===== src/rtl/alu_exec_unit_pkg.sv =====
`default_nettype none
// ============================================================================
// Module   : alu_exec_unit_pkg
// Brief    : ALU operation encodings shared with the decoder, plus shift helpers
// Revision : 1.0
// ============================================================================
package alu_exec_unit_pkg;

    localparam logic [3:0] ALUADD  = 4'h0;
    localparam logic [3:0] ALUSUB  = 4'h1;
    localparam logic [3:0] ALUXOR  = 4'h2;
    localparam logic [3:0] ALUOR   = 4'h3;
    localparam logic [3:0] ALUAND  = 4'h4;
    localparam logic [3:0] ALUSLL  = 4'h5;
    localparam logic [3:0] ALUSRL  = 4'h6;
    localparam logic [3:0] ALUSRA  = 4'h7;
    localparam logic [3:0] ALUSLT  = 4'h8;
    localparam logic [3:0] ALUSLTU = 4'h9;

    localparam logic [1:0] SH_SLL = 2'd0;
    localparam logic [1:0] SH_SRL = 2'd1;
    localparam logic [1:0] SH_SRA = 2'd2;

    function automatic logic is_shift_op(input logic [3:0] op);
        return (op == ALUSLL) || (op == ALUSRL) || (op == ALUSRA);
    endfunction

    function automatic logic [1:0] shift_kind(input logic [3:0] op);
        case (op)
            ALUSRL:  return SH_SRL;
            ALUSRA:  return SH_SRA;
            default: return SH_SLL;
        endcase
    endfunction

endpackage
`default_nettype wire


===== src/rtl/alu_shifter_iter.sv =====
`default_nettype none
// ============================================================================
// Module   : alu_shifter_iter
// Brief    : One-bit-per-cycle shifter; loads on start_i, shifts while cnt != 0
// Revision : 1.0
// ============================================================================
module alu_shifter_iter
    import alu_exec_unit_pkg::*;
#(
    parameter int WIDTH   = 32,
    parameter int SHWIDTH = 5
) (
    input  logic               clk,
    input  logic               rst,
    input  logic               start_i,
    input  logic [1:0]         op_i,
    input  logic [WIDTH-1:0]   data_i,
    input  logic [SHWIDTH-1:0] shamt_i,
    output logic [WIDTH-1:0]   next_o,
    output logic               last_o
);

    logic [WIDTH-1:0]   sh_q;
    logic [SHWIDTH-1:0] cnt_q;
    logic [1:0]         op_q;
    logic [WIDTH-1:0]   sh_d;

    always_comb begin
        sh_d = {sh_q[WIDTH-2:0], 1'b0};
        case (op_q)
            SH_SRL:  sh_d = {1'b0, sh_q[WIDTH-1:1]};
            SH_SRA:  sh_d = {sh_q[WIDTH-1], sh_q[WIDTH-1:1]};
            default: sh_d = {sh_q[WIDTH-2:0], 1'b0};
        endcase
    end

    always_ff @(posedge clk) begin
        if (rst) begin
            sh_q  <= '0;
            cnt_q <= '0;
            op_q  <= SH_SLL;
        end else if (start_i) begin
            sh_q  <= data_i;
            cnt_q <= shamt_i;
            op_q  <= op_i;
        end else if (cnt_q != '0) begin
            sh_q  <= sh_d;
            cnt_q <= cnt_q - 1'b1;
        end
    end

    // The edge on which last_o is high performs the final shift
    assign next_o = sh_d;
    assign last_o = (cnt_q == {{(SHWIDTH-1){1'b0}}, 1'b1});

endmodule
`default_nettype wire


===== src/rtl/alu_exec_unit.sv =====
`default_nettype none
// ============================================================================
// Module   : alu_exec_unit
// Brief    : Execute-stage ALU with valid/ready handshakes and iterative shifts
// Revision : 1.0
// ============================================================================
module alu_exec_unit
    import alu_exec_unit_pkg::*;
#(
    parameter int WIDTH   = 32,
    parameter int AWIDTH  = 4,
    parameter int SHWIDTH = 5
) (
    input  logic              clk,
    input  logic              rst,
    input  logic              in_valid,
    output logic              in_ready,
    input  logic [AWIDTH-1:0] aluop,
    input  logic [WIDTH-1:0]  a,
    input  logic [WIDTH-1:0]  b,
    output logic              out_valid,
    input  logic              out_ready,
    output logic [WIDTH-1:0]  result,
    output logic              zero,
    output logic              busy
);

    typedef enum logic [1:0] {
        S_IDLE  = 2'd0,
        S_SHIFT = 2'd1,
        S_DONE  = 2'd2
    } state_t;

    state_t             state_q;
    logic [WIDTH-1:0]   result_q;
    logic               zero_q;
    logic [WIDTH-1:0]   alu_d;
    logic               accept;
    logic               shift_op;
    logic [SHWIDTH-1:0] shamt;
    logic [WIDTH-1:0]   sh_next;
    logic               sh_last;

    assign accept   = in_valid && (state_q == S_IDLE);
    assign shift_op = is_shift_op(aluop);
    assign shamt    = b[SHWIDTH-1:0];

    // Undefined codes fall through to ADD
    always_comb begin
        alu_d = a + b;
        case (aluop)
            ALUSUB:  alu_d = a - b;
            ALUXOR:  alu_d = a ^ b;
            ALUOR:   alu_d = a | b;
            ALUAND:  alu_d = a & b;
            ALUSLT:  alu_d = {{(WIDTH-1){1'b0}}, ($signed(a) < $signed(b))};
            ALUSLTU: alu_d = {{(WIDTH-1){1'b0}}, (a < b)};
            default: alu_d = a + b;
        endcase
    end

    alu_shifter_iter #(
        .WIDTH   (WIDTH),
        .SHWIDTH (SHWIDTH)
    ) u_shifter (
        .clk     (clk),
        .rst     (rst),
        .start_i (accept && shift_op),
        .op_i    (shift_kind(aluop)),
        .data_i  (a),
        .shamt_i (shamt),
        .next_o  (sh_next),
        .last_o  (sh_last)
    );

    always_ff @(posedge clk) begin
        if (rst) begin
            state_q  <= S_IDLE;
            result_q <= '0;
            zero_q   <= 1'b0;
        end else begin
            case (state_q)
                S_IDLE: begin
                    if (accept) begin
                        if (!shift_op) begin
                            result_q <= alu_d;
                            zero_q   <= (alu_d == '0);
                            state_q  <= S_DONE;
                        end else if (shamt == '0) begin
                            result_q <= a;
                            zero_q   <= (a == '0);
                            state_q  <= S_DONE;
                        end else begin
                            state_q  <= S_SHIFT;
                        end
                    end
                end
                S_SHIFT: begin
                    if (sh_last) begin
                        result_q <= sh_next;
                        zero_q   <= (sh_next == '0);
                        state_q  <= S_DONE;
                    end
                end
                S_DONE: begin
                    if (out_ready) begin
                        state_q <= S_IDLE;
                    end
                end
                default: state_q <= S_IDLE;
            endcase
        end
    end

    assign in_ready  = (state_q == S_IDLE);
    assign out_valid = (state_q == S_DONE);
    assign busy      = (state_q != S_IDLE);
    assign result    = result_q;
    assign zero      = zero_q;

endmodule
`default_nettype wire


===== config.mk =====
export PLATFORM = sky130hd
export DESIGN_NAME = alu_exec_unit
export DESIGN_NICKNAME = d
export VERILOG_FILES = /design/src/rtl/alu_exec_unit_pkg.sv /design/src/rtl/alu_shifter_iter.sv /design/src/rtl/alu_exec_unit.sv
export SDC_FILE = /design/constraint.sdc
export NUM_CORES = 1
export LEC_CHECK = 0
export BUFFER_PORTS_ARGS = -buffer_cell sky130_fd_sc_hd__buf_4
export CAP_MARGIN = 15
export CORE_UTILIZATION = 59
export CTS_CLUSTER_SIZE = 30
export DETAILED_ROUTE_END_ITERATION = 10
export PLACE_DENSITY = 0.8
export SYNTH_ARGS = -nofsm -noshare
export SYNTH_HDL_FRONTEND = slang
export SYNTH_HIERARCHICAL = 1
export SYNTH_SLANG_ARGS = --single-unit

===== constraint.sdc =====
create_clock -name clk -period 5.6 [get_ports clk]
set_input_delay 0.56 -clock clk [delete_from_list [all_inputs] [get_ports clk]]
set_output_delay 0.56 -clock clk [all_outputs]
set_load 0.02 [all_outputs]

==> impl_metrics.json <==
{
  "die_y_um": 132.6,
  "core_area_um2": 16580,
  "fin_crit_sh_pct": 84.99,
  "start_util_pct": 60.64,
  "setup_viol": 0,
  "synth.area.top_cells": "dfxtp_1, ha_1, inv_1, nand2_1, nor2_1",
  "via_per_inst": 6.951,
  "ant_nets": 0,
  "die_w_um": 132.6,
  "yosys_register_bits": 74,
  "r2r-end": "zero",
  "ios": 108,
  "hp-class": "register to register",
  "place.gp.congestion": 0.9860,
  "row_count": 47,
  "area_delta_synth_final_pct": 11.50,
  "worstPathArrival_ns": 5.01,
  "ctsHoldBuffers": 0,
  "rr_worst_depth": 17,
  "drt_iter0_markers": 1627,
  "status": "finished, final reports clean",
  "clock_latency_ns": 0.34,
  "port_buffers": 107,
  "grt_overflow": 0,
  "slowest_delay_ns": 1.00,
  "netlist_instances": 1435,
  "cts_setup_buffers": 0,
  "drtPass1Iterations": 6,
  "hold_viol": 0,
  "nNetsFinal": 1646,
  "setup_tns_ns": 0,
  "crit_required_ns": 5.85,
  "clk_pin_slew_ns": 0.06,
  "syn_area_per_cell_um2": 7.008,
  "grt.total_usage_pct": 42.28,
  "worstHoldPathCells": 2,
  "htree_levels": 3,
  "fin_util_pct": 67.61,
  "cts_buffer_depth": 2,
  "r2r-start": "u_shifter/op_q[0]",
  "cts_root_buf": "clkbuf_16",
  "min_period_ns": 4.760,
  "synthesis.area_um2": 10060,
  "routedWlPerCell_um": 22.43,
  "worst_slew_pin_slew_ns": 1.071,
  "fillCellCount": 1487,
  "grt_pass1_vias": 10690,
  "peakVddDrop_mv": 0.3631,
  "clock_sinks": 74,
  "numCtsBuffers": 9,
  "post_cts_resized": 0,
  "hold_start": "result[25]",
  "rsz0062_at_grt": "no",
  "drv_slew": 0,
  "post-route-drc-count": 0,
  "max_freq_mhz": 210.1,
  "die-area_um2": 17570,
  "grt_max_degree": 49,
  "worstSetupEndpointType": "register",
  "tritoncts": "built",
  "dp_hpwl_um": 28510,
  "drive_above_1_share_pct": 14.29,
  "path_cells": "inv_1 -> ha_1 -> buf_4 -> nor2b_1 -> a21boi_0 -> inv_1 -> nor4_1 -> nand3_1 -> nor4_1 -> o21ai_0 -> nor4_1 -> and3b_1 -> and4b_1 -> nand4_1 -> nor4_1 -> nand4_1 -> o32ai_2",
  "ys_warn_count": 6,
  "synth-edff-count": 0,
  "p_leak_nw": 4.909,
  "crit_fanout": 38,
  "finClkSkew_ns": 0.007716,
  "yosysTopAreaCellShare_pct": 14.73,
  "worstSetupStartpointType": "register",
  "yosysTopAreaCell": "dfxtp_1",
  "yosys_most_used_dff": "dfxtp_1",
  "async_reset_ff_share_pct": 0,
  "worst_slack_ns": 0.8405,
  "preCtsSetupSlack_ns": 0.9810,
  "maxCapViolCount": 0,
  "reg2reg_slack_ns": 0.84,
  "crit_slowest_cell": "ha_1",
  "synthesis.nets": 1609,
  "slew-limit-headroom_pct": 28.59,
  "grt_pass1_wl_um": 58940,
  "antenna_cells": 0,
  "p_per_area_nw_per_um2": 228.6,
  "antenna_found_initial": 0,
  "totalWireLength_um": 38060,
  "synth_cell_type_count": 91,
  "min_to": "result[25]",
  "crit_top_cell": "nor4_1",
  "vias": 11800,
  "total_power_mw": 2.563,
  "path_class": "register to register",
  "yosysSeqAreaShare_pct": 14.73
}
-- through the flow --
stage	cells	hold slack (ns)	instance area [µm²]
floorplan	1435	0.4586	10060
global placement	1681	0.4518	10890
detailed placement	1681	0.4548	10890
CTS	1697	0.4629	11210
global route	1697	0.4774	11210
finish	1697	0.4614	11210
-- flip-flops by register name, summed over array words and instances (netlist names) --
signal	count
result	32
u_shifter/cnt_q	5
u_shifter/sh_q	32
u_shifter/op_q	2
state_q	2
zero	1
-- cell families (layout without fill, tap and decap cells) --
kind of cell | after synthesis | after routing | share of synthesized area, %
mux | 9 | 9 | 0.9083
flops | 74 | 74 | 14.73
xor+xnor | 9 | 9 | 0.7839
fa+ha+maj | 102 | 102 | 12.84
compound gates | 496 | 496 | 35.80
buf+inv | 239 | 281 | 9.593
simple gates | 506 | 506 | 25.35
-- where the power goes --
| group | internal, mW | leakage, nW | total, mW | switching (mW) |
|---|---|---|---|---|
| Sequential | 0.588 | 0.606 | 0.641 | 0.0530 |
| Combinational | 0.452 | 4.15 | 1.31 | 0.855 |
| Clock | 0.391 | 0.149 | 0.616 | 0.225 |
| Total | 1.43 | 4.91 | 2.56 | 1.13 |
-- synth_stat cells (11+ instances only) --
| master | instances |
|---|---|
| a211oi_1 | 50 |
| a21boi_0 | 31 |
| a21o_1 | 14 |
| a21oi_1 | 83 |
| a221oi_1 | 17 |
| a311oi_1 | 13 |
| a31oi_1 | 12 |
| a32oi_1 | 31 |
| buf_2 | 12 |
| clkbuf_1 | 83 |
| dfxtp_1 | 74 |
| ha_1 | 100 |
| inv_1 | 133 |
| nand2_1 | 129 |
| nand2b_1 | 16 |
| nand3_1 | 24 |
| nand4_1 | 21 |
| nor2_1 | 126 |
| nor2b_1 | 45 |
| nor3_1 | 49 |
| nor4_1 | 25 |
| o211ai_1 | 28 |
| o21ai_0 | 57 |
| o21ai_2 | 30 |
| o22ai_1 | 14 |
| o31ai_1 | 11 |
| or3_1 | 14 |
-- how the worst max path moves through the flow --
stage,slack (ns),end,cells after the start,from
final,0.84,zero,17,u_shifter/op_q[0]
after global routing,0.39,zero,17,u_shifter/op_q[0]
after CTS,0.97,zero,17,u_shifter/op_q[0]
after detailed placement,0.98,zero,17,u_shifter/op_q[0]
after global placement,1.14,zero,17,u_shifter/op_q[0]
after floorplan,1.95,zero,17,u_shifter/op_q[0]
-- critical path, delay by kind of cell (launching register included) --
kind            cells  cell delay, ns
simple gates       10            2.02
fa+ha+maj           1            1.00
compound gates      3            0.70
buf+inv             3            0.59
flops               1            0.36
-- routing by layer --
| layer | vias up | wire, µm | part of all wire, % | global-route usage (%) |
|---|---|---|---|---|
| met3 | 124 | 4285 | 11 | 6.130 |
| met2 | 782 | 16430 | 43 | 64.74 |
| met1 | 5566 | 15660 | 41 | 58.20 |
| met5 | - | 0 | 0 | 0 |
| li1 | 5324 | - | - | - |
| met4 | 0 | 1682 | 4.4 | 19.86 |
-- layout by cell type (no fill, tap or decap), types with 25 or more instances in the layout --
cell type and instances:
a211oi_1 49, dfxtp_1 74, nor2b_1 43, inv_1 133, buf_4 129, a21boi_0 31, o21ai_0 57, ha_1 100
a32oi_1 31, a21oi_1 83, o211ai_1 28, o21ai_2 30, nor3_1 48, nor4_1 25, nand2_1 129, nor2_1 125
-- layout make-up --
class | count | area (µm²) | area share [%]
repair buffers | 129 | 968.4 | 8.637
flip-flops and latches | 74 | 1481 | 13.21
multi-input cells | 1122 | 7659 | 68.31
clock inverters | 6 | 88.84 | 0.7923
clock buffers | 10 | 229.0 | 2.042
well taps | 220 | 275.3 | 2.455
inverters | 136 | 510.5 | 4.553
Power figures use the tool's default switching activity.
